File: src/rtl/uart_cal_pkg.sv
// Shared encodings for the UART transmit scheduler: FSM states and the
// CR/LF suffix bytes appended after each result message.
package uart_cal_pkg;

  typedef enum logic [1:0] {
    ST_IDLE = 2'd0,
    ST_RES  = 2'd1,
    ST_CR   = 2'd2,
    ST_LF   = 2'd3
  } sched_state_e;

  localparam logic [7:0] ASCII_CR = 8'h0D;
  localparam logic [7:0] ASCII_LF = 8'h0A;

endpackage

File: src/rtl/uart_tx_sched_fifo.sv
// Small first-word-fall-through byte FIFO used to buffer echo bytes.
// A push while full is ignored; push and pop together leave the count unchanged.
module uart_byte_fifo #(
  parameter int DEPTH = 4
) (
  input  logic       clk,
  input  logic       n_rst,
  input  logic       push,
  input  logic [7:0] din,
  input  logic       pop,
  output logic       full,
  output logic       empty,
  output logic [7:0] dout
);

  localparam int AW = (DEPTH > 1) ? $clog2(DEPTH) : 1;
  localparam int CW = $clog2(DEPTH) + 1;

  logic [7:0]    mem_q [DEPTH];
  logic [7:0]    mem_d [DEPTH];
  logic [AW-1:0] wr_ptr_q, wr_ptr_d;
  logic [AW-1:0] rd_ptr_q, rd_ptr_d;
  logic [CW-1:0] count_q, count_d;
  logic          push_ok, pop_ok;

  assign full    = (count_q == CW'(DEPTH));
  assign empty   = (count_q == '0);
  assign dout    = mem_q[rd_ptr_q];
  assign push_ok = push && !full;
  assign pop_ok  = pop && !empty;

  // Next-state for storage, pointers (wrap naturally, DEPTH is a power of 2) and count
  always_comb begin
    mem_d    = mem_q;
    wr_ptr_d = wr_ptr_q;
    rd_ptr_d = rd_ptr_q;
    count_d  = count_q;
    if (push_ok) begin
      mem_d[wr_ptr_q] = din;
      wr_ptr_d        = wr_ptr_q + 1'b1;
    end
    if (pop_ok) begin
      rd_ptr_d = rd_ptr_q + 1'b1;
    end
    case ({push_ok, pop_ok})
      2'b10:   count_d = count_q + 1'b1;
      2'b01:   count_d = count_q - 1'b1;
      default: count_d = count_q;
    endcase
  end

  // Control state with synchronous active-low reset
  always_ff @(posedge clk) begin
    if (!n_rst) begin
      wr_ptr_q <= '0;
      rd_ptr_q <= '0;
      count_q  <= '0;
    end else begin
      wr_ptr_q <= wr_ptr_d;
      rd_ptr_q <= rd_ptr_d;
      count_q  <= count_d;
    end
  end

  // Byte storage carries no reset; stale entries are never visible while empty
  always_ff @(posedge clk) begin
    mem_q <= mem_d;
  end

endmodule

File: src/rtl/uart_tx_sched.sv
// Arbitrates the single UART transmitter between buffered echo bytes and
// result messages. A message is sent atomically once its first byte is taken,
// optionally followed by CR/LF. Echo bursts are capped while a result waits.
module uart_tx_sched
  import uart_cal_pkg::*;
#(
  parameter int ECHO_DEPTH     = 4,
  parameter int MAX_ECHO_BURST = 4,
  parameter int APPEND_CRLF    = 1
) (
  input  logic       clk,
  input  logic       n_rst,
  input  logic       echo_valid,
  input  logic [7:0] echo_data,
  output logic       echo_ready,
  output logic       echo_drop,
  input  logic       res_valid,
  input  logic [7:0] res_data,
  input  logic       res_last,
  output logic       res_ready,
  output logic       tx_valid,
  output logic [7:0] tx_byte,
  input  logic       tx_ready,
  output logic       msg_busy
);

  localparam int             BW        = $clog2(MAX_ECHO_BURST + 1);
  localparam logic [BW-1:0]  BURST_MAX = BW'(MAX_ECHO_BURST);

  sched_state_e  state_q, state_d;
  logic          tx_valid_q, tx_valid_d;
  logic [7:0]    tx_byte_q, tx_byte_d;
  logic          msg_busy_q, msg_busy_d;
  logic          echo_drop_q, echo_drop_d;
  logic [BW-1:0] burst_q, burst_d;

  logic          fifo_pop, fifo_full, fifo_empty;
  logic [7:0]    fifo_dout;
  logic          slot_free, grant_echo, grant_res;

  function automatic logic [BW-1:0] burst_sat_inc(input logic [BW-1:0] b);
    return (b == BURST_MAX) ? b : b + 1'b1;
  endfunction

  uart_byte_fifo #(.DEPTH(ECHO_DEPTH)) u_echo_fifo (
    .clk   (clk),
    .n_rst (n_rst),
    .push  (echo_valid),
    .din   (echo_data),
    .pop   (fifo_pop),
    .full  (fifo_full),
    .empty (fifo_empty),
    .dout  (fifo_dout)
  );

  // The output register may take a new byte when empty or being handed off now
  assign slot_free  = !tx_valid_q || tx_ready;
  assign grant_echo = (state_q == ST_IDLE) && !fifo_empty &&
                      !(res_valid && (burst_q == BURST_MAX));
  assign grant_res  = (state_q == ST_IDLE) && !grant_echo && res_valid;

  assign echo_ready = !fifo_full;
  assign echo_drop  = echo_drop_q;
  assign tx_valid   = tx_valid_q;
  assign tx_byte    = tx_byte_q;
  assign msg_busy   = msg_busy_q;

  // Scheduler: decides what the output register loads next and where the FSM goes
  always_comb begin
    state_d     = state_q;
    tx_valid_d  = tx_valid_q;
    tx_byte_d   = tx_byte_q;
    msg_busy_d  = msg_busy_q;
    burst_d     = burst_q;
    fifo_pop    = 1'b0;
    res_ready   = 1'b0;
    echo_drop_d = echo_valid && fifo_full;

    // The burst limit only matters while a result is actually waiting
    if ((state_q == ST_IDLE) && !res_valid) begin
      burst_d = '0;
    end

    if (slot_free) begin
      tx_valid_d = 1'b0;
      unique case (state_q)
        ST_IDLE: begin
          if (grant_echo) begin
            fifo_pop   = 1'b1;
            tx_valid_d = 1'b1;
            tx_byte_d  = fifo_dout;
            if (res_valid) begin
              burst_d = burst_sat_inc(burst_q);
            end
          end else if (grant_res) begin
            res_ready  = 1'b1;
            tx_valid_d = 1'b1;
            tx_byte_d  = res_data;
            burst_d    = '0;
            msg_busy_d = 1'b1;
            if (res_last) begin
              if (APPEND_CRLF != 0) begin
                state_d = ST_CR;
              end else begin
                msg_busy_d = 1'b0;
              end
            end else begin
              state_d = ST_RES;
            end
          end
        end
        ST_RES: begin
          // Echo stays in the FIFO so no byte is interleaved into the message
          if (res_valid) begin
            res_ready  = 1'b1;
            tx_valid_d = 1'b1;
            tx_byte_d  = res_data;
            if (res_last) begin
              if (APPEND_CRLF != 0) begin
                state_d = ST_CR;
              end else begin
                state_d    = ST_IDLE;
                msg_busy_d = 1'b0;
              end
            end
          end
        end
        ST_CR: begin
          tx_valid_d = 1'b1;
          tx_byte_d  = ASCII_CR;
          state_d    = ST_LF;
        end
        ST_LF: begin
          tx_valid_d = 1'b1;
          tx_byte_d  = ASCII_LF;
          state_d    = ST_IDLE;
          msg_busy_d = 1'b0;
        end
        default: state_d = ST_IDLE;
      endcase
    end
  end

  // Registered state and outputs, synchronous active-low reset
  always_ff @(posedge clk) begin
    if (!n_rst) begin
      state_q     <= ST_IDLE;
      tx_valid_q  <= 1'b0;
      tx_byte_q   <= 8'h00;
      msg_busy_q  <= 1'b0;
      echo_drop_q <= 1'b0;
      burst_q     <= '0;
    end else begin
      state_q     <= state_d;
      tx_valid_q  <= tx_valid_d;
      tx_byte_q   <= tx_byte_d;
      msg_busy_q  <= msg_busy_d;
      echo_drop_q <= echo_drop_d;
      burst_q     <= burst_d;
    end
  end

endmodule

File: config.mk
export PLATFORM = sky130hd
export DESIGN_NAME = uart_tx_sched
export DESIGN_NICKNAME = d
export VERILOG_FILES = /design/src/rtl/uart_cal_pkg.sv /design/src/rtl/uart_tx_sched_fifo.sv /design/src/rtl/uart_tx_sched.sv
export SDC_FILE = /design/constraint.sdc
export NUM_CORES = 1
export LEC_CHECK = 0
export BUFFER_PORTS_ARGS = -buffer_cell sky130_fd_sc_hd__buf_2
export CORE_MARGIN = 3
export CORE_UTILIZATION = 61
export DETAILED_ROUTE_END_ITERATION = 10
export GPL_ROUTABILITY_DRIVEN = 1
export PLACE_DENSITY = 0.87
export SKIP_LAST_GASP = 1
export SLEW_MARGIN = 10
export SYNTH_ARGS = -nofsm -noshare
export SYNTH_HDL_FRONTEND = slang
export SYNTH_SLANG_ARGS = --single-unit
File: constraint.sdc
create_clock -name clk -period 5.05 [get_ports clk]
set_input_delay 0.2525 -clock clk [delete_from_list [all_inputs] [get_ports clk]]
set_output_delay 0.2525 -clock clk [all_outputs]
set_load 0.05 [all_outputs]
==> summary.txt, run 1 <==
Cells and area
  • Most frequent cells in the layout: buf_2 (34), edfxtp_1 (32), dfxtp_1 (23)
  • N_diodes: 0
  • Post-layout util: 70.9%
  • Area delta synth->final: 10.0%
  • Fraction of layout cells with a size suffix above 1: 20.8%
  • Nets@finish: 284
  • Most common cell after layout, fill and taps aside: buf_2

Routing
  • Post-route antenna net violation count: 0
  • Initial DRC count: 220
  • # DRC: 0
  • Routed vias: 1849
  • Routed WL per cell: 17.3 um
  • Post-DR vias/cell: 6.16
  • WL final: 5200 um
  • Drt pass-1 iters: 5

Timing
  • Final setup fails: 0
  • Setup TNS: 0 ns
  • Fmax achieved: 383 MHz
  • Final period util: 51.7%
  • Slew Limit Fails: 0
  • Fin. Hold Viols: 0
  • Slew HR: 38.1%
  • Fin Clk Skew: 0.00885 ns
  • Post-route minimum period: 2.61 ns
  • RSZ-0062 raised after global routing: false
  • Worst slew pin tran: 0.929 ns

Yosys
  • Syn Area/Cell: 12.0 um^2
  • Flops & latches, synth: 55
  • Syn Inst Count: 219
  • Cell area after synthesis: 2630 um^2
  • Async S/R FF share, synth: 0%
  • Top FF cell, synth: edfxtp_1
  • Post-synth EDFFs: 32
  • Yosys warning count: 0
  • Syn Nets: 254
  • Cell variety after synth: 51
  • Post-synthesis sequential area ratio: 54.0%

CTS
  • Clock buffer depth: 2
  • Reg clk slew, reported paths: 0.10 ns
  • H-tree levels: 2
  • CTS Buf Count: 5
  • Clock Latency Late Sink: 0.31 ns
  • Hold_buf cts: 0
  • CTS Sinks: 55
  • # resized after CTS: 0
  • Setup repair bufs after CTS: 0
  • TritonCTS clock tree: done
  • Clock Tree Root: clkbuf_8

Floorplan
  • Full die area: 5140 um^2
  • Chip Height: 71.7 um
  • Top Ports: 35
  • FP Rows: 23
  • DIE WIDTH: 71.7 um
  • Initial Util: 64.4%
  • Core Region: 4090 um^2

Setup path
  • Kind of critical path: flop to flop
  • Crit Path Max Fanout: 13
  • CP Capture Type: flop
  • WP data arrival: 2.86 ns
  • Element type at the critical path start: flop
  • Worst path required time: 5.30 ns

Global routing
  • GRT overflow: 0
  • Via count of the first global-routing pass: 1823
  • First-pass GRT wire length: 8610 um
  • Pin count of the biggest net entering global routing: 20
  • Initial antenna violation count: 0
  • GRT Total Usage: 21.9%

Placement
  • GPL Wtd Cong: 0.844
  • PortBufs: 34
  • DP HPWL: 3690 um

Run
  • Max Cap Viol: 0

Power
  • Peak supply drop: 0.311 mV
  • Lkg Pwr: 0.00113 uW
  • Power Dens Cells: 577 nW/um^2

Worst hold path
  • Hold Path Class: input port to flop

Outcome
  • Status: completed
==> logic make-up after synthesis <==
logic type,synth area share [%]
AO/OA/AOI/OAI,13.1
multiplexers,8.22
buffers and inverters,4.85
XOR/XNOR,1.33
adder cells (fa/ha/maj),6.46
AND/OR/NAND/NOR,12.1
flip-flops,54.0
==> power by group <==
part / total, uW / internal (uW) / switching [uW]
combinational: 786 / 281 / 505
clock: 250 / 102 / 148
sequential: 636 / 568 / 67.9
==> final cells by class <==
cell class | instances | area, um^2
Timing Repair Buffer | 34 | 170
Inverter | 17 | 63.8
Sequential cell | 55 | 1420
Multi-Input combinational cell | 136 | 1080
Clock inverter | 3 | 26.3
Fill cell | 291 | 1190
Tap cell | 50 | 62.6
Clock buffer | 5 | 68.8
==> final timing paths <==
| path | from | endpoint | slack (ns) | depth (start not counted) |
|---|---|---|---|---|
| worst min-delay path | echo_data[6] | u_echo_fifo.mem_q[6] | 0.15 | 1 |
| worst max register to register | state_q[1] | u_echo_fifo.count_q[2] | 2.44 | 10 |
| worst min register to register | tx_byte[2] | tx_byte[2] | 0.47 | 2 |
| worst max-delay path | state_q[1] | u_echo_fifo.count_q[2] | 2.44 | 10 |
==> cells in the mapped netlist, types with 2 or more instances <==
master	instances	area [um^2]
mux4_1	7	184
a31oi_1	4	25.0
o21ai_0	13	65.1
nand3_2	2	20.0
o21a_1	3	22.5
xor2_1	2	17.5
nand2_1	17	63.8
a211o_1	2	17.5
nor2b_1	2	12.5
edfxtp_1	32	961
inv_1	16	60.1
clkbuf_2	2	10.0
buf_2	4	20.0
or3_1	3	18.8
xnor2_1	2	17.5
and3_1	6	37.5
dfxtp_1	23	460
nor2_1	11	41.3
nor3b_1	2	15.0
nor3_1	5	25.0
nand4_1	3	18.8
clkbuf_1	2	7.51
ha_1	12	150
a21oi_1	10	50.1
o22ai_1	3	18.8
buf_4	2	15.0
o32ai_1	3	26.3
nand3_1	2	10.0
a21boi_0	2	15.0
==> sequential cells by signal, summed over array words and instances (netlist names) <==
| register | count |
|---|---|
| u_echo_fifo.count_q | 3 |
| tx_byte | 8 |
| u_echo_fifo.wr_ptr_q | 2 |
| tx_valid | 1 |
| u_echo_fifo.mem_q | 32 |
| msg_busy | 1 |
| state_q | 2 |
| echo_drop | 1 |
| burst_q | 3 |
| u_echo_fifo.rd_ptr_q | 2 |
==> routing by layer <==
layer	vias to the layer above	wire length (um)	global-route usage [%]
li1	880	-	-
met1	870	2150	27.6
met2	83	2530	36.4
met3	16	362	4.63
met4	0	160	9.60
met5	-	0	0
==> through the flow <==
| step | cells | power, uW | hold slack (ns) | worst slack (ns) | instance area (um^2) |
|---|---|---|---|---|---|
| 6_report | 300 | 1670 | 0.147 | 2.44 | 2900 |
| 5_1_grt | 300 | 1780 | 0.137 | 2.18 | 2900 |
| 4_1_cts | 300 | 1670 | 0.150 | 2.45 | 2900 |
| 3_5_place_dp | 292 | 1420 | 0.454 | 2.47 | 2800 |
| 3_3_place_gp | 292 | 1400 | 0.461 | 2.60 | 2800 |
| 2_1_floorplan | 219 | 1270 | 0.351 | 2.58 | 2630 |
==> critical path, stage by stage (launching register included) <==
cell	delay [ns]
dfxtp_1	0.36
inv_1	0.11
ha_1	0.43
nand4_1	0.30
inv_1	0.13
ha_1	0.19
inv_1	0.07
fa_1	0.37
xor2_1	0.15
or3_1	0.30
a21oi_1	0.14
No activity file was read; power rests on OpenSTA's default activity.
==> run 2: changes to the inputs <==
- CORE_UTILIZATION: 61 -> 51
- PLACE_DENSITY: 0.87 -> 0.78
- clock period: 5.05 -> 2.4 ns (I/O delays scaled with it)
==> run 2 against run 1 <==
  * Combinational power increased by 120%
  * Via count is 0.38% higher
  * First-iteration DRC count decreased by 55%
  * Non-clock buffer count is 9 higher
  * Clock power grew 120%
  * Highest routed layer unchanged
  * Register-to-register slack got worse by 2.3 ns
  * Worst setup slack got worse by 2.3 ns
  * Clock skew increased by 0.0059 ns
  * Sequential cell count unchanged
  * Worst hold slack lost 0.12 ns
  * Global-route usage fell by 3.9 points
==> summary.txt, run 2 (synthesis results as in run 1) <==
Power
  • Lkg Pwr: 0.00118 uW (+4.1%)
  • Switching share of power: 41.6% (-1.5 points)
  • NetSw: 1510 uW (+110%)
  • Peak supply drop: 0.535 mV (+72%)
  • Power Internal: 2130 uW (+120%)
  • Comb pwr share: 48.4% (+1.4 points)
  • Clock Power Share: 15.3% (+0.4 points)
  • Power Dens Cells: 1210 nW/um^2 (+110%)
  • Power share of the sequential group: 36.3% (-1.8 points)

Floorplan
  • Initial Util: 54.3% (-10 points)
  • Chip Height: 77.8 um (+8.6%)
  • DIE WIDTH: 77.8 um (+8.6%)
  • Top Ports: 35 (unchanged)
  • Full die area: 6060 um^2 (+18%)
  • FP Rows: 25 (+8.7%)
  • Core Region: 4850 um^2 (+19%)

Timing
  • Fin. Hold Viols: 0 (unchanged)
  • Slew HR: 64.8% (+27 points)
  • RSZ-0062 raised after global routing: false
  • Slew Limit Fails: 0 (unchanged)
  • Final setup fails: 0 (unchanged)
  • Setup TNS: 0 ns (unchanged)
  • Fin Clk Skew: 0.0147 ns (+0.00586 ns)
  • Final period util: 95.7% (+44 points)
  • Worst slew pin tran: 0.524 ns (-0.405 ns)
  • Post-route minimum period: 2.30 ns (-0.312 ns)
  • Fmax achieved: 435 MHz (+14%)

Routing
  • Initial DRC count: 99 (-55%)
  • # DRC: 0 (unchanged)
  • Post-route antenna net violation count: 0 (unchanged)
  • Post-DR vias/cell: 5.69 (-7.6%)
  • WL final: 5070 um (-2.6%)
  • Routed vias: 1856 (+0.38%)
  • Routed WL per cell: 15.5 um (-10%)
  • Drt pass-1 iters: 4 (-1)

Global routing
  • First-pass GRT wire length: 8450 um (-1.9%)
  • Via count of the first global-routing pass: 1770 (-2.9%)
  • Initial antenna violation count: 0 (unchanged)
  • GRT Total Usage: 18.0% (-3.9 points)
  • GRT overflow: 0 (unchanged)
  • Pin count of the biggest net entering global routing: 19 (-5.0%)

CTS
  • TritonCTS clock tree: done
  • Setup repair bufs after CTS: 0 (unchanged)
  • CTS Sinks: 55 (unchanged)
  • H-tree levels: 2 (unchanged)
  • # resized after CTS: 0 (unchanged)
  • CTS Buf Count: 5 (unchanged)
  • Reg clk slew, reported paths: 0.11 ns (about the same)
  • Clock Tree Root: clkbuf_8
  • Clock buffer depth: 2 (unchanged)
  • Hold_buf cts: 0 (unchanged)
  • Clock Latency Late Sink: 0.31 ns (about the same)

Setup path
  • CP Capture Type: flop
  • R2R setup slack: 0.10 ns (-2.34 ns)
  • Element type at the critical path start: flop
  • Worst-case reg-to-reg path depth: 8 (-2)
  • Worst path required time: 2.64 ns (-2.66 ns)
  • Kind of critical path: flop to flop
  • WP data arrival: 2.54 ns (-0.32 ns)
  • Crit Path Max Fanout: 5 (-8)
  • Worst-path cell chain: or3b_2 -> nand2_2 -> ha_1 -> inv_1 -> fa_1 -> xor2_1 -> or3_1 -> a21oi_1
  • Worst R2R Start: u_echo_fifo.count_q[0]
  • RR Endpoint: u_echo_fifo.count_q[2]
  • CP max stage cell: or3b_2
  • CP max stage delay: 0.51 ns (+0.08 ns)

Cells and area
  • Nets@finish: 293 (+3.2%)
  • Area delta synth->final: 13.8%
  • Filler cells: 372 (+28%)
  • Largest reg by FF count: u_echo_fifo.mem_q
  • Post-layout util: 61.8% (-9.1 points)
  • Fraction of layout cells with a size suffix above 1: 24.3% (+3.5 points)
  • Most frequent cells in the layout: buf_2 (34), edfxtp_1 (32), dfxtp_1 (22)
  • N_diodes: 0 (unchanged)
  • Most common cell after layout, fill and taps aside: buf_2
  • Max FFs per register: 32 (unchanged)

Run
  • Max Cap Viol: 0 (unchanged)

Outcome
  • Status: completed

Worst hold path
  • Hold Path Class: input port to flop
  • Hold worst-path end: u_echo_fifo.mem_q[12]
  • Min-delay src: echo_data[4]
  • Hold depth: 1 (unchanged)

Placement
  • PortBufs: 34 (unchanged)
  • DP HPWL: 3720 um (+0.76%)
  • GPL Wtd Cong: 0.872 (+3.3%)
-- run 2: cell count changes in the layout (fill, tap and decap cells not counted), sizes merged --
cell,delta
clkbuf,+1
buf,+9
inv,-1
-- run 2: layer usage --
metal | up-vias | GRT usage (%) | wire length, um
met5 | - | 0 | 0
met4 | 0 | 6.05 | 72
met3 | 7 | 4.76 | 359
met2 | 63 | 29.6 | 2460
met1 | 889 | 22.9 | 2180
li1 | 897 | - | -
-- run 2: power groups by stage --
stage	clock network, uW	logic (uW)	registers (uW)
floorplan	0	1180	1500
global placement	0	1730	1330
detailed placement	0	1750	1340
CTS	570	1760	1320
global route	621	1920	1350
finish	557	1760	1320
-- run 2: worst max-delay path by stage --
stage / to / depth (start not counted) / from
floorplan: u_echo_fifo.count_q[2] / 9 / u_echo_fifo.count_q[0]
global placement: u_echo_fifo.count_q[2] / 8 / u_echo_fifo.count_q[2]
detailed placement: u_echo_fifo.count_q[2] / 8 / u_echo_fifo.count_q[2]
CTS: u_echo_fifo.count_q[2] / 8 / u_echo_fifo.count_q[2]
global route: u_echo_fifo.count_q[2] / 8 / u_echo_fifo.count_q[0]
finish: u_echo_fifo.count_q[2] / 8 / u_echo_fifo.count_q[0]
-- run 2: metrics by stage --
| step | area, um^2 | std cells | hold WS [ns] | power, uW | setup WS [ns] |
|---|---|---|---|---|---|
| after floorplan | 2640 | 219 | 0.219 | 2680 | 0.0183 |
| after global placement | 2890 | 318 | 0.336 | 3060 | 0.196 |
| after detailed placement | 2890 | 318 | 0.337 | 3090 | 0.125 |
| after CTS | 2990 | 326 | 0.00890 | 3650 | 0.0822 |
| after global routing | 3000 | 326 | 0.000824 | 3890 | 0.0241 |
| final | 3000 | 326 | 0.0227 | 3640 | 0.102 |
-- run 2: worst max-delay path: cells and delay by family (launching register included) --
family | cells | cell delay, ns
AO/OA/AOI/OAI | 1 | 0.14
flip-flops | 1 | 0.37
adder cells (fa/ha/maj) | 2 | 0.57
buffers and inverters | 1 | 0.07
AND/OR/NAND/NOR | 3 | 0.93
XOR/XNOR | 1 | 0.16
-- run 2: layout make-up --
cell class	count	area, um^2	area share [%]
inverters	17	63.8	2.13
clock buffers	6	82.6	2.76
flip-flops and latches	55	1420	47.5
clock inverters	2	20.0	0.668
well taps	67	83.8	2.80
repair buffers	43	238	7.93
multi-input cells	136	1090	36.2
==> run 3: changes to the inputs <==
- ABC_AREA: not set -> 1
- CORE_UTILIZATION: 51 -> 52
- PLACE_DENSITY: 0.78 -> 0.79
==> run 3 against run 2 <==
  * Critical endpoint unchanged
  * Utilization is 1.1 points higher
  * Register-to-register slack improved by 0.21 ns
  * Highest routed layer unchanged
  * Worst setup slack improved by 0.21 ns
  * Clock power barely moved
==> summary.txt, run 3 <==
Timing
  • RSZ-0062 raised after global routing: false
  • Slew HR: 70.5% (+5.7 points)
  • Fin. Hold Viols: 0 (unchanged)
  • Final setup fails: 0 (unchanged)
  • Setup TNS: 0 ns (unchanged)
  • Worst slew pin tran: 0.442 ns (-0.0826 ns)
  • Post-route minimum period: 2.09 ns (-0.208 ns)
  • Fmax achieved: 479 MHz (+10%)
  • Final period util: 87.1% (-8.7 points)
  • Slew Limit Fails: 0 (unchanged)
  • Fin Clk Skew: 0.00891 ns (-0.00581 ns)
  • Final worst hold slack: 0.0187 ns (-0.00391 ns)

Routing
  • Routed WL per cell: 12.6 um (-19%)
  • Drt pass-1 iters: 4 (unchanged)
  • Post-route antenna net violation count: 0 (unchanged)
  • # DRC: 0 (unchanged)
  • Initial DRC count: 145 (+46%)
  • Post-DR vias/cell: 4.94 (-13%)
  • WL final: 5270 um (+4.1%)
  • Routed vias: 2070 (+12%)

Cells and area
  • Nets@finish: 386 (+32%)
  • N_diodes: 0 (unchanged)
  • Fraction of layout cells with a size suffix above 1: 20.5% (-3.9 points)
  • Filler cells: 420 (+13%)
  • Area delta synth->final: 12.8%
  • Most common cell after layout, fill and taps aside: nor2_1
  • Max FFs per register: 32 (unchanged)
  • Most frequent cells in the layout: nor2_1 (74), nand2_1 (48), buf_2 (34)
  • Fin cells: 419 (+29%)
  • Largest reg by FF count: u_echo_fifo.mem_q

Global routing
  • Pin count of the biggest net entering global routing: 19 (unchanged)
  • Initial antenna violation count: 0 (unchanged)
  • GRT overflow: 0 (unchanged)
  • GRT Total Usage: 18.7% (+0.70 points)
  • Via count of the first global-routing pass: 2036 (+15%)
  • First-pass GRT wire length: 9050 um (+7.1%)

Setup path
  • Worst R2R Start: state_q[1]
  • Element type at the critical path start: flop
  • WP data arrival: 2.30 ns (-0.24 ns)
  • Kind of critical path: flop to flop
  • Worst Setup EP: u_echo_fifo.count_q[2]
  • CP Capture Type: flop
  • Crit Path Max Fanout: 4 (-1)
  • Worst-case reg-to-reg path depth: 11 (+3)
  • Worst path required time: 2.61 ns (-0.03 ns)
  • Worst setup startpoint: state_q[1]
  • RR Endpoint: u_echo_fifo.count_q[2]
  • R2R setup slack: 0.31 ns (+0.21 ns)

Floorplan
  • Top Ports: 35 (unchanged)
  • Initial Util: 55.8% (+1.5 points)
  • Core Region: 4880 um^2 (+0.65%)
  • Full die area: 6140 um^2 (+1.4%)
  • DIE WIDTH: 78.4 um (+0.68%)
  • FP Rows: 25 (unchanged)
  • Chip Height: 78.4 um (+0.68%)

CTS
  • H-tree levels: 2 (unchanged)
  • Hold_buf cts: 0 (unchanged)
  • Reg clk slew, reported paths: 0.11 ns (about the same)
  • CTS Sinks: 55 (unchanged)
  • Clock Tree Root: clkbuf_8
  • Clock Latency Late Sink: 0.31 ns (about the same)
  • CTS Buf Count: 5 (unchanged)
  • Clock buffer depth: 2 (unchanged)
  • # resized after CTS: 0 (unchanged)
  • TritonCTS clock tree: done
  • Setup repair bufs after CTS: 0 (unchanged)

Placement
  • DP HPWL: 3830 um (+3.0%)
  • PortBufs: 34 (unchanged)
  • GPL Wtd Cong: 0.825 (-5.4%)
  • Post-placement cell count: 411 (+29%)

Yosys
  • Syn Nets: 346 (+36%)
  • Post-synth EDFFs: 32 (unchanged)
  • Main area contributors after synthesis: edfxtp_1 (35%), dfxtp_1 (17%), nor2_1 (10%), nand2_1 (6.6%), ha_1 (5.5%)
  • Largest family of logic cells by synthesized area: simple AND/OR/NAND/NOR gates
  • Syn Area/Cell: 8.76 um^2 (-27%)
  • Top cell types by occurrence after synthesis: nor2_1 (74), nand2_1 (48), edfxtp_1 (32), inv_1 (25), dfxtp_1 (23)
  • Top FF cell, synth: edfxtp_1
  • Cell variety after synth: 29 (-43%)
  • Synth area leader: edfxtp_1
  • Compound-gate portion of the synthesized area: 13.1% (+0.067 points)
  • Synth Area in XOR/XNOR: 0% (-1.3 points)
  • Async S/R FF share, synth: 0% (unchanged)
  • Simple logic cell fraction of the synthesized area: 21.5% (+9.4 points)
  • Yosys warning count: 0 (unchanged)
  • Post-synthesis sequential area ratio: 52.2% (-1.8 points)
  • Post-Synth Adder-Cell Area: 6.25% (-0.22 points)
  • Cell area after synthesis: 2720 um^2 (+3.5%)
  • Flops & latches, synth: 55 (unchanged)
  • Post-synth top area share: 35.3% (-1.2 points)
  • Mux cell area share after synthesis: 0% (-8.2 points)
  • Syn Inst Count: 311 (+42%)
  • Most frequent cell after synthesis: nor2_1

Power
  • Peak supply drop: 0.547 mV (+2.2%)
  • Power share of the sequential group: 32.1% (-4.2 points)
  • Comb pwr share: 54.6% (+6.2 points)
  • Lkg Pwr: 0.00133 uW (+13%)
  • Switching share of power: 47.3% (+5.7 points)
  • Power Internal: 2200 uW (+3.7%)
  • Clock Power Share: 13.2% (-2.1 points)
  • NetSw: 1980 uW (+31%)
  • Power Dens Cells: 1360 nW/um^2 (+12%)

Run
  • Max Cap Viol: 0 (unchanged)

Worst hold path
  • Hold depth: 1 (unchanged)
  • Hold Path Class: input port to flop

Outcome
  • Status: completed
==> run 3: cell count changes after synthesis, sizes merged, moves of 5 or more <==
cell,delta
o21ai,+19
o21bai,+8
mux4,-8
and3,-5
nand2,+34
nor2,+67
a21oi,+7
nor3,-5
inv,+15
==> run 3: per-layer routing <==
| layer | routed length (um) | GRT usage [%] |
|---|---|---|
| met4 | 72 | 8.22 |
| met3 | 284 | 4.13 |
| met1 | 2510 | 25.5 |
| met5 | 0 | 0 |
| met2 | 2410 | 28.6 |
==> run 3: worst min-delay path by stage <==
| stage | start | endpoint | slack [ns] |
|---|---|---|---|
| CTS | echo_data[4] | u_echo_fifo.mem_q[12] | 0.006 |
| finish | echo_data[4] | u_echo_fifo.mem_q[12] | 0.02 |
| global placement | echo_data[5] | u_echo_fifo.mem_q[29] | 0.33 |
| global route | echo_data[5] | u_echo_fifo.mem_q[13] | 0.009 |
| floorplan | echo_data[0] | u_echo_fifo.mem_q[0] | 0.22 |
| detailed placement | echo_data[7] | u_echo_fifo.mem_q[15] | 0.34 |
==> run 3: logic make-up (layout without fill, tap and decap cells) <==
kind of cell             after synthesis  after routing
AND/OR/NAND/NOR                      140            140
AO/OA/AOI/OAI                         61             61
flip-flops                            55             55
buffers and inverters                 42             83
adder cells (fa/ha/maj)               13             13
==> run 3: power groups by stage <==
stage	combinational [uW]	clock, uW	sequential [uW]
6_report	2280	554	1340
2_1_floorplan	1610	0	1610
3_5_place_dp	2290	0	1370
4_1_cts	2300	572	1340
5_1_grt	2600	603	1370
3_3_place_gp	2240	0	1360
==> run 3: layout make-up <==
type | count | area [um^2] | share of cell area, %
clock buffers | 6 | 82.6 | 2.69
clock inverters | 2 | 18.8 | 0.611
inverters | 34 | 129 | 4.20
multi-input cells | 214 | 1110 | 36.3
flip-flops and latches | 55 | 1420 | 46.3
well taps | 67 | 83.8 | 2.73
repair buffers | 41 | 223 | 7.25
==> run 3: per-stage QoR <==
stage / utilization (%) / power (uW) / setup slack [ns] / cell area [um^2]
2_1_floorplan: - / 3210 / 0.217 / 2720
3_3_place_gp: 60.9 / 3600 / 0.411 / 2970
3_5_place_dp: 60.9 / 3650 / 0.339 / 2970
4_1_cts: 62.9 / 4210 / 0.320 / 3070
5_1_grt: 62.9 / 4570 / 0.114 / 3070
6_report: 62.9 / 4180 / 0.311 / 3070
==> run 3: critical path, stage by stage, from the launching register on <==
cell     delay [ns]
dfxtp_1        0.34
inv_1          0.12
ha_1           0.25
nand3_2        0.11
nor2_2         0.13
ha_1           0.16
inv_1          0.07
fa_1           0.38
a21oi_1        0.14
o21ai_1        0.09
o21ai_0        0.14
a21oi_1        0.05
